## config.mk

```make
export PLATFORM = sky130hd
export DESIGN_NAME = seq_mul_div
export DESIGN_NICKNAME = d
export VERILOG_FILES = /design/src/rtl/mul_div_pkg.sv /design/src/rtl/booth_r4_recode.sv /design/src/rtl/seq_mul_div.sv
export SDC_FILE = /design/constraint.sdc
export NUM_CORES = 1
export LEC_CHECK = 0
export ABC_CLOCK_PERIOD_IN_PS = 10880
export BUFFER_PORTS_ARGS = -buffer_cell sky130_fd_sc_hd__buf_2
export CORE_MARGIN = 10
export CORE_UTILIZATION = 40
export CTS_CLUSTER_DIAMETER = 30
export DETAILED_ROUTE_END_ITERATION = 16
export PLACE_DENSITY_LB_ADDON = 0.3
export SYNTH_ARGS = -nofsm -noshare
export SYNTH_HDL_FRONTEND = slang
export SYNTH_HIERARCHICAL = 1
export SYNTH_SLANG_ARGS = --single-unit
```

## constraint.sdc

```tcl
create_clock -name Clock -period 10.88 [get_ports Clock]
set_input_delay 2.176 -clock Clock [delete_from_list [all_inputs] [get_ports Clock]]
set_output_delay 2.176 -clock Clock [all_outputs]
set_load 0.005 [all_outputs]
```

## src/rtl/mul_div_pkg.sv

```systemverilog
// -----------------------------------------------------------------------------
// mul_div_pkg
// Shared definitions for the seq_mul_div iterative multiply/divide unit:
//   - operation codes presented on the 'op' port
//   - FSM state encoding
//   - radix-4 Booth digit values and the window-to-digit mapping
// -----------------------------------------------------------------------------
package mul_div_pkg;

  // Operation codes (op[1] selects divide, op[0] selects unsigned).
  localparam logic [1:0] OP_MUL  = 2'b00;
  localparam logic [1:0] OP_MULU = 2'b01;
  localparam logic [1:0] OP_DIV  = 2'b10;
  localparam logic [1:0] OP_DIVU = 2'b11;

  typedef enum logic [2:0] {
    ST_IDLE    = 3'd0,
    ST_MUL_RUN = 3'd1,
    ST_DIV_RUN = 3'd2,
    ST_DIV_FIX = 3'd3,
    ST_DONE    = 3'd4
  } state_t;

  // Radix-4 Booth digit, range -2..+2.
  typedef logic signed [2:0] booth_digit_t;

  localparam booth_digit_t BOOTH_NEG2 = -3'sd2;
  localparam booth_digit_t BOOTH_NEG1 = -3'sd1;
  localparam booth_digit_t BOOTH_ZERO =  3'sd0;
  localparam booth_digit_t BOOTH_POS1 =  3'sd1;
  localparam booth_digit_t BOOTH_POS2 =  3'sd2;

  // Window {b[2i+1], b[2i], b[2i-1]} -> digit -2*b[2i+1] + b[2i] + b[2i-1].
  function automatic booth_digit_t booth_digit(input logic [2:0] window);
    case (window)
      3'b000, 3'b111: return BOOTH_ZERO;
      3'b001, 3'b010: return BOOTH_POS1;
      3'b011:         return BOOTH_POS2;
      3'b100:         return BOOTH_NEG2;
      default:        return BOOTH_NEG1;  // 3'b101, 3'b110
    endcase
  endfunction

endpackage

```

## src/rtl/booth_r4_recode.sv

```systemverilog
// -----------------------------------------------------------------------------
// booth_r4_recode
// Combinational radix-4 Booth recoder. Turns a 3-bit multiplier window into
// the controls that select the partial product from the multiplicand M:
//   zero -> 0, otherwise (two ? 2M : M), negated when neg.
// Ports:
//   window [2:0] in   multiplier bits {b[2i+1], b[2i], b[2i-1]}
//   neg          out  partial product is subtracted
//   zero         out  partial product is zero
//   two          out  partial product uses 2*M
// -----------------------------------------------------------------------------
module booth_r4_recode
  import mul_div_pkg::*;
(
  input  logic [2:0] window,
  output logic       neg,
  output logic       zero,
  output logic       two
);

  booth_digit_t digit;

  always_comb begin
    digit = booth_digit(window);
    neg   = digit[2];
    zero  = (digit == BOOTH_ZERO);
    two   = (digit == BOOTH_POS2) || (digit == BOOTH_NEG2);
  end

endmodule

```

## src/rtl/seq_mul_div.sv

```systemverilog
// -----------------------------------------------------------------------------
// seq_mul_div
// Iterative multiply/divide unit beside the datapath ALU. lo feeds RZLO/LO,
// hi feeds RZHI/HI.
//   MUL/MULU : radix-4 Booth, WIDTH/2 iterations plus a final digit/write
//              cycle; finished in the cycle starting WIDTH/2+1 edges after
//              accept.
//   DIV/DIVU : non-restoring on magnitudes, WIDTH iterations, one idle count
//              cycle, then DIV_FIX (remainder correction and sign fix-up);
//              finished WIDTH+2 edges after accept.
// Ports:
//   Clock        in   system clock, rising edge
//   clear        in   asynchronous active-low reset
//   abort        in   (MULDIV_ABORT_EN only) cancel a running operation
//   start        in   request, sampled only in IDLE
//   op [1:0]     in   00 MUL, 01 MULU, 10 DIV, 11 DIVU (sampled with start)
//   a, b         in   operands (sampled with start)
//   busy         out  high in MUL_RUN / DIV_RUN / DIV_FIX
//   finished     out  one-cycle completion pulse (DONE state)
//   lo, hi       out  product low/high, or quotient/remainder
//   div_by_zero  out  valid with finished, cleared on next accept
// Optional feature macro: MULDIV_ABORT_EN (adds the abort input).
// -----------------------------------------------------------------------------
module seq_mul_div
  import mul_div_pkg::*;
#(
  parameter int WIDTH = 32
) (
  input  logic             Clock,
  input  logic             clear,
`ifdef MULDIV_ABORT_EN
  input  logic             abort,
`endif
  input  logic             start,
  input  logic [1:0]       op,
  input  logic [WIDTH-1:0] a,
  input  logic [WIDTH-1:0] b,
  output logic             busy,
  output logic             finished,
  output logic [WIDTH-1:0] lo,
  output logic [WIDTH-1:0] hi,
  output logic             div_by_zero
);

  localparam int CNT_W = $clog2(WIDTH + 1);
  localparam int EXT_W = WIDTH + 2;      // operand extended by two bits
  localparam int ACC_W = 2 * WIDTH + 2;  // accumulator width

  logic abort_req;
`ifdef MULDIV_ABORT_EN
  assign abort_req = abort;
`else
  assign abort_req = 1'b0;
`endif

  state_t             state, state_next;
  logic [1:0]         op_q;
  logic [WIDTH-1:0]   a_q, b_q;
  logic [ACC_W-1:0]   acc;       // MUL: running product; DIV: {R, Q}
  logic [ACC_W-1:0]   mcand_sh;  // multiplicand, shifted left 2 per digit
  logic [EXT_W:0]     mplier;    // {b_ext, 0}, shifted right 2 per digit
  logic [CNT_W-1:0]   cnt;

  // ---------------------------------------------------------------------------
  // Operand preparation at accept
  // ---------------------------------------------------------------------------
  logic               op_unsigned, op_is_div, a_neg, b_neg;
  logic [EXT_W-1:0]   a_ext, b_ext;
  logic [ACC_W-1:0]   mcand_init;
  logic [WIDTH-1:0]   a_mag;

  always_comb begin
    op_unsigned = (op == OP_MULU) || (op == OP_DIVU);
    op_is_div   = (op == OP_DIV)  || (op == OP_DIVU);
    a_neg       = !op_unsigned && a[WIDTH-1];
    b_neg       = !op_unsigned && b[WIDTH-1];
    // Unsigned operands get zero extension, so the top Booth window still
    // contributes the +b[WIDTH-1] digit that a plain signed recode would lose.
    a_ext       = {{2{a_neg}}, a};
    b_ext       = {{2{b_neg}}, b};
    mcand_init  = {{WIDTH{a_neg}}, a_ext};
    // MIN still fits: its magnitude is 2^(WIDTH-1) as an unsigned value.
    a_mag       = a_neg ? -a : a;
  end

  // ---------------------------------------------------------------------------
  // Multiply step
  // ---------------------------------------------------------------------------
  logic             rc_neg, rc_zero, rc_two;
  logic [ACC_W-1:0] pp_mag, pp, mul_acc_next;

  booth_r4_recode u_recode (
    .window (mplier[2:0]),
    .neg    (rc_neg),
    .zero   (rc_zero),
    .two    (rc_two)
  );

  always_comb begin
    pp_mag       = rc_two ? (mcand_sh << 1) : mcand_sh;
    pp           = rc_zero ? '0 : (rc_neg ? -pp_mag : pp_mag);
    mul_acc_next = acc + pp;
  end

  // ---------------------------------------------------------------------------
  // Divide step and fix-up
  // ---------------------------------------------------------------------------
  logic             q_unsigned, qa_neg, qb_neg, div_zero;
  logic [WIDTH-1:0] d_mag, q_cur, q_new, quo_s, rem_s, div_lo, div_hi;
  logic [EXT_W-1:0] d_ext, r_cur, r_sh, r_new, rem_fix;

  always_comb begin
    q_unsigned = (op_q == OP_MULU) || (op_q == OP_DIVU);
    qa_neg     = !q_unsigned && a_q[WIDTH-1];
    qb_neg     = !q_unsigned && b_q[WIDTH-1];
    d_mag      = qb_neg ? -b_q : b_q;
    d_ext      = {2'b00, d_mag};

    r_cur      = acc[ACC_W-1:WIDTH];
    q_cur      = acc[WIDTH-1:0];
    r_sh       = {r_cur[EXT_W-2:0], q_cur[WIDTH-1]};
    // Non-restoring: subtract while the partial remainder is non-negative,
    // add back otherwise; the quotient bit is the sign of the result.
    r_new      = r_cur[EXT_W-1] ? (r_sh + d_ext) : (r_sh - d_ext);
    q_new      = {q_cur[WIDTH-2:0], ~r_new[EXT_W-1]};

    rem_fix    = r_cur[EXT_W-1] ? (r_cur + d_ext) : r_cur;
    // MIN / -1 wraps back to MIN here, with remainder 0 and no flag.
    quo_s      = (qa_neg ^ qb_neg) ? -q_cur : q_cur;
    rem_s      = qa_neg ? -rem_fix[WIDTH-1:0] : rem_fix[WIDTH-1:0];

    div_zero   = (b_q == '0);
    div_lo     = div_zero ? '1  : quo_s;
    div_hi     = div_zero ? a_q : rem_s;
  end

  // Product bits above 2*WIDTH and remainder bits above WIDTH are always
  // sign/zero extension and carry no information.
  logic unused_bits;
  assign unused_bits = ^{mul_acc_next[ACC_W-1:2*WIDTH], rem_fix[EXT_W-1:WIDTH]};

  // ---------------------------------------------------------------------------
  // FSM
  // ---------------------------------------------------------------------------
  always_comb begin
    // NOTE: every output of this block is given a default first so that no
    // path leaves one unassigned and infers a latch.
    state_next = state;
    case (state)
      ST_IDLE:    if (start) state_next = op_is_div ? ST_DIV_RUN : ST_MUL_RUN;
      ST_MUL_RUN: if (abort_req)       state_next = ST_IDLE;
                  else if (cnt == '0)  state_next = ST_DONE;
      ST_DIV_RUN: if (abort_req)       state_next = ST_IDLE;
                  else if (cnt == '0)  state_next = ST_DIV_FIX;
      ST_DIV_FIX: state_next = abort_req ? ST_IDLE : ST_DONE;
      ST_DONE:    state_next = ST_IDLE;
      default:    state_next = ST_IDLE;
    endcase
  end

  always_ff @(posedge Clock or negedge clear) begin
    // NOTE: sequential state uses non-blocking assignments so every register
    // samples the pre-edge values regardless of statement order.
    if (!clear) state <= ST_IDLE;
    else        state <= state_next;
  end

  assign busy     = (state == ST_MUL_RUN) || (state == ST_DIV_RUN) ||
                    (state == ST_DIV_FIX);
  assign finished = (state == ST_DONE);

  // ---------------------------------------------------------------------------
  // Datapath
  // ---------------------------------------------------------------------------
  always_ff @(posedge Clock or negedge clear) begin
    if (!clear) begin
      op_q        <= '0;
      a_q         <= '0;
      b_q         <= '0;
      acc         <= '0;
      mcand_sh    <= '0;
      mplier      <= '0;
      cnt         <= '0;
      lo          <= '0;
      hi          <= '0;
      div_by_zero <= 1'b0;
    end else begin
      case (state)
        ST_IDLE: begin
          if (start) begin
            op_q        <= op;
            a_q         <= a;
            b_q         <= b;
            div_by_zero <= 1'b0;
            mcand_sh    <= mcand_init;
            mplier      <= {b_ext, 1'b0};
            if (op_is_div) begin
              acc <= {{EXT_W{1'b0}}, a_mag};
              cnt <= CNT_W'(WIDTH);
            end else begin
              acc <= '0;
              cnt <= CNT_W'(WIDTH / 2);
            end
          end
        end
        ST_MUL_RUN: begin
          if (!abort_req) begin
            acc      <= mul_acc_next;
            mcand_sh <= mcand_sh << 2;
            mplier   <= mplier >> 2;
            if (cnt != '0) begin
              cnt <= cnt - CNT_W'(1);
            end else begin
              // Last digit (top window of the extended multiplier) is folded
              // in on the same edge that publishes the product.
              lo <= mul_acc_next[WIDTH-1:0];
              hi <= mul_acc_next[2*WIDTH-1:WIDTH];
            end
          end
        end
        ST_DIV_RUN: begin
          // The cnt==0 cycle performs no step; it keeps the divide latency
          // at WIDTH+2 edges.
          if (!abort_req && cnt != '0) begin
            acc <= {r_new, q_new};
            cnt <= cnt - CNT_W'(1);
          end
        end
        ST_DIV_FIX: begin
          if (!abort_req) begin
            lo          <= div_lo;
            hi          <= div_hi;
            div_by_zero <= div_zero;
          end
        end
        default: ;
      endcase
    end
  end

endmodule

```

# [After elaboration in Yosys (flattened, before gate mapping)]
# Cells that the tools add are included.
[op_classes] add_sub_neg=10 eq_ne=22 n_mux=35 bitwise=2 n_reduce_logical=33
[ops] cell="two-way mux 66 bit" count=6
[ops] cell="two-way mux 32 bit" count=10
[ops] cell="case mux 66 bit (3 select lines)" count=1
[ops] cell="case mux 66 bit (2 select lines)" count=1
[ops] cell="negation 32 bit" count=4
[ops] cell="case mux 32 bit (2 select lines)" count=2
[ops] cell="case mux 35 bit (2 select lines)" count=1
[ops] cell="adder 66 bit" count=1
[ops] cell="negation 66 bit" count=1
[ops] cell="two-way mux 35 bit" count=1
[ops] cell="adder 34 x 32 -> 34 bit" count=1
[ops] cell="two-way mux 34 bit" count=1
[ops] cell="subtractor 34 x 32 -> 34 bit" count=1
[ops] cell="adder 32 bit" count=1
[ops] cell="logical NOT 32 bit" count=1
[ops] cell="case mux 3 bit (4 select lines)" count=2
[ops] cell="two-way mux 6 bit" count=3
[ops] cell="== test 3 x 2 -> 1 bit (second input constant)" count=5
[ops] cell="== test 3 bit (second input constant)" count=4
[ops] cell="case mux 6 bit (2 select lines)" count=1
[ops] cell="logical NOT 3 bit" count=3
[ops] cell="two-way mux 3 bit" count=3
[ops] cell="AND reduction 3 bit" count=3
[ops] cell="inequality test 2 bit (second input constant)" count=4
[ops] cell="19 further kinds" count=41
[totals] regBits=307 output_inout_bits=67

# [Depth between registers and ports, before layout]
[depth] depth_word=12 ltp_mapped=37

# [By module]
# The synthesis kept the hierarchy.
[by_module_without_submodules] module="seq_mul_div" instances=1 cells_each=3641 area_each_um2=27776.6 seq_area_each_um2=7632.3
[by_module_without_submodules] module="booth_r4_recode" instances=1 cells_each=7 area_each_um2=37.5 seq_area_each_um2=0.0

# [Worst setup path after synthesis]
# Ideal clock, no wire load.
[synth_path] kind="flip-flop to flip-flop" from="register mplier[0]" to="register acc[64]" arrival_ps=7943 t_required_ps=10798 slack_ps=2855 stages_incl_launch_ff=37 synth_period_minus_slack_ps=8025 path_cell_list="dfrtp_1 -> nand2b_1 -> o22ai_1 -> buf_2 -> buf_2 -> clkbuf_1 -> buf_2 -> buf_2 -> clkbuf_1 -> buf_2 -> buf_1 -> buf_1 -> clkbuf_1 -> nand2b_1 -> ha_1 -> nor2b_1 -> nand4_1 -> nor4_4 -> nand3_1 -> nand4b_1 -> a211oi_1 -> nand4_1 -> a2111oi_1 -> o21ai_0 -> a2111oi_1 -> ha_1 -> clkbuf_1 -> a21o_1 -> a21o_1 -> a21oi_1 -> nor2_1 -> nor2_1 -> o311ai_2 -> a21boi_1 -> o41ai_1 -> a211o_1 -> a31oi_1"
[synth_via] elab_chain_cells=11
[synth_lines] item="start, declared" line_no="seq_mul_div.sv:61" source="logic [EXT_W:0] mplier;"
[synth_lines] item="start signal, assigned" line_no="seq_mul_div.sv:196" source="mplier <= {b_ext, 1'b0};"
[synth_lines] item="start signal, assigned" line_no="seq_mul_div.sv:210" source="mplier <= mplier >> 2;"
[synth_lines] item="== test 3 x 1 -> 1 bit (tied with other cells)" line_no="mul_div_pkg.sv:35" source="case (window)"
[synth_lines] item="OR reduction 2 bit" line_no="mul_div_pkg.sv:35"
[synth_lines] item="case mux 3 bit (4 select lines) *" line_no="mul_div_pkg.sv:35"
[synth_lines] item="== test 3 bit or == test 3 x 2 -> 1 bit (tied branches)" line_no="booth_r4_recode.sv:27" source="two = (digit == BOOTH_POS2) || (digit == BOOTH_NEG2);"
[synth_lines] item="logical OR 1 bit *" line_no="booth_r4_recode.sv:27"
[synth_lines] item="named net rc_two" line_no="seq_mul_div.sv:89" source="logic rc_neg, rc_zero, rc_two;"
[synth_lines] item="two-way mux 66 bit *" line_no="seq_mul_div.sv:100" source="pp_mag = rc_two ? (mcand_sh << 1) : mcand_sh;"
[synth_lines] item="negation 66 bit" line_no="seq_mul_div.sv:101" source="pp = rc_zero ? '0 : (rc_neg ? -pp_mag : pp_mag);"
[synth_lines] item="two-way mux 66 bit * (2 in a row)" line_no="seq_mul_div.sv:101"
[synth_lines] item="adder 66 bit *" line_no="seq_mul_div.sv:102" source="mul_acc_next = acc + pp;"
[synth_lines] item="case mux 66 bit (3 select lines) *" line_no="seq_mul_div.sv:188" source="case (state)"
[synth_lines] item="end signal, assigned" line_no="seq_mul_div.sv:198" source="acc <= {{EXT_W{1'b0}}, a_mag};"
[synth_lines] item="end signal, assigned" line_no="seq_mul_div.sv:208" source="acc <= mul_acc_next;"
[synth_lines] item="end signal, assigned" line_no="seq_mul_div.sv:225" source="acc <= {r_new, q_new};"
[synth_lines] item="end, declared" line_no="seq_mul_div.sv:59" source="logic [ACC_W-1:0] acc;"
# Mark *: on every way through the listed nets, which the timed path passes. The rest lies on a longest branch.
# A chain may end at the register's enable or synchronous reset.

# [Final worst setup path]
[layout_path] from="register mplier[2]" to="register acc[64]"
# The elaborated chain is that of the path after synthesis.

==> results.cfg <==
[run_status]
status = finished, final reports clean

[clock_network]
clock_sinks = 305
cts_made_buffers = 74
cts_tree = built
clkTransAtPathRegs_ns = 0.05
cts_setup_buffers = 0
ctsResizeCount = 0
ctsHoldBuffers = 0
clkLatencyLatePin_ns = 0.62
cts_root_buffer = clkbuf_16
cts.htree.levels = 3
clockBufferDepth = 3

[synthesis]
ys_top_cells_by_area = dfrtp_1 (27%), nand2_1 (8.0%), ha_1 (6.2%), xnor2_1 (5.5%), a21oi_1 (4.7%)
syn-cell-area_um2 = 27810
ys_ff_latch = 305
yosysTopAreaCellShare_pct = 27.44
synth-async-reset-ratio_pct = 100.0
synthTopCellsByCount = nand2_1 (591), nor2_1 (318), dfrtp_1 (305)
ys_seq_area_share_pct = 27.44
yosys.area.top_type = dfrtp_1
ys_types = 103
synth_cells = 3648
synth_most_common_cell = nand2_1
synth_edf_count = 0
syn_area_per_cell_um2 = 7.625
ys_warn_count = 6
syn-num-nets = 3857
ys.flop_type = dfrtp_1

[route]
wl_per_cell_um = 23.34
antenna_left = 0
first_pass_iters = 6
viasPerCell = 6.126
remaining_drc_errors = 0
drt-initial-drc-count = 3428
vias = 28400
wl_mm = 108.2

[critical_path]
critPathLaunchType = flop
r2r-start = mplier[2]
worstReg2RegEnd = acc[64]
r2r_slack_ns = 2.90
critPathMaxStageDelay_ns = 0.93
path_delay_family = compound AO/OA/AOI/OAI gates
cp.required_ns = 11.35
reg2reg_depth = 26
crit_type = reg -> reg
path_buf_inv = 1
crit_fanout = 64
end_kind = flop
arrival_ns = 8.45
cp_slowest_cell = a2111oi_1

[final_layout]
syn_to_final_growth_pct = 13.76
drive_gt1_share_pct = 10.12
multiInputGateArea_um2 = 18940
nets = 3855
regArea_um2 = 7634
nFillCells = 6857
diodes = 0

[timing]
skew_ns = 0.03056
period_share_pct = 73.33
maxSlewViolCount = 0
tightest_slew_ns = 1.345
clock.fmax_mhz = 125.3
layout_min_cycle_time_ns = 7.978
finalSetupTns_ns = 0
setup_viol = 0
hold_viol_final = 0
max_slew_margin_pct = 9.165
rsz0062_at_grt = no

[global_routing]
grt_max_degree = 153
antenna_found_initial = 5
grt_overflow = 0
grt_pass1_wl_mm = 163.5
grt_pass1_vias = 26060
grt_usage_pct = 25.68

[floorplan]
start_util_pct = 40.48
core_area_um2 = 68710
die-area_um2 = 80480
die_h_um = 283.7
ioPinCount = 136
num_rows = 96
die_x_um = 283.7

[worst_hold_path]
hold_class = reg -> reg
min_from = lo[16]
whs_path_depth = 2
hold_end = lo[16]

[run]
maxCapViolations = 0

[placement]
io_buffers = 135
hpwl_mm = 81.76
gp_congestion = 1.015
[kinds of logic after synthesis]
logic type / count (synthesis) / synth area share [%]
AND/OR/NAND/NOR: 1441 / 24.24
multiplexers: 46 / 1.691
adder cells (fa/ha/maj): 140 / 6.379
XOR/XNOR: 292 / 9.222
buffers and inverters: 342 / 4.732
flip-flops: 305 / 27.44
AO/OA/AOI/OAI: 1082 / 26.30
[sequential cells by signal, indices dropped and copies added, names as in the netlist]
signal	count
hi	32
div_by_zero	1
lo	32
mcand_sh	66
cnt	6
state	3
b_q	32
mplier	34
a_q	32
acc	66
op_q	1
[stage by stage]
| stage | cell area (um2) | utilization, % | hold slack, ns | worst slack [ns] | cells |
|---|---|---|---|---|---|
| after floorplan | 27810 | - | 0.4405 | 2.855 | 3648 |
| after global placement | 29050 | 42.28 | 0.4491 | 3.303 | 4501 |
| after detailed placement | 29050 | 42.28 | 0.4606 | 3.200 | 4501 |
| after CTS | 31640 | 46.05 | 0.4698 | 3.126 | 4637 |
| after global routing | 31640 | 46.05 | 0.4838 | 2.352 | 4637 |
| final | 31640 | 46.05 | 0.4704 | 2.902 | 4637 |
[how the worst max path moves through the flow]
stage / start / endpoint / slack [ns] / cells past startpoint
floorplan: mplier[0] / acc[64] / 2.86 / 36
detailed placement: mplier[0] / acc[64] / 3.20 / 26
finish: mplier[2] / acc[64] / 2.90 / 26
global route: mplier[2] / acc[64] / 2.35 / 26
CTS: mplier[2] / acc[64] / 3.13 / 26
global placement: mplier[0] / acc[64] / 3.30 / 26
[worst min-delay path, delay by kind of cell (launching register included)]
family           cells  cell delay, ns
flip-flops           1            0.33
AO/OA/AOI/OAI        1            0.06
AND/OR/NAND/NOR      1            0.05
[cell usage in the layout (no fill, tap or decap), types with 33 or more instances in the layout]
master and count:
clkbuf_16 75, nand4_1 35, nor2_1 315, buf_2 134, a21oi_1 262, a21o_1 80
xnor2_1 174, nand3_1 123, ha_1 137, nand2_1 589, a211oi_1 33, inv_1 92
mux2i_1 38, buf_4 34, nand2b_1 38, a221o_1 49, xor2_1 117, nor2b_1 49
o21ai_0 219, a31oi_1 59, o211ai_1 35, nor3_1 88, dfrtp_1 304, a221oi_1 38
[metal layers]
metal / global-route usage, % / part of all wire (%) / up-vias
met5: 0 / 0.044 / -
met4: 7.541 / 2.8 / 8
met3: 7.012 / 11 / 184
met2: 37.13 / 42 / 1230
met1: 36.57 / 44 / 13680
li1: - / - / 13300
[cell type report]
class                      count  area share (%)
multi-input combinational   3001           59.85
clock buffer                 102           6.695
tap                          931           3.681
clock inverter                34           1.495
timing repair buffer         170           3.037
sequential                   305           24.13
inverter                      94           1.115
Power is left out: the tool's default activity adds up to more than one toggle a clock period on the data nets, which glitch-free logic cannot reach.
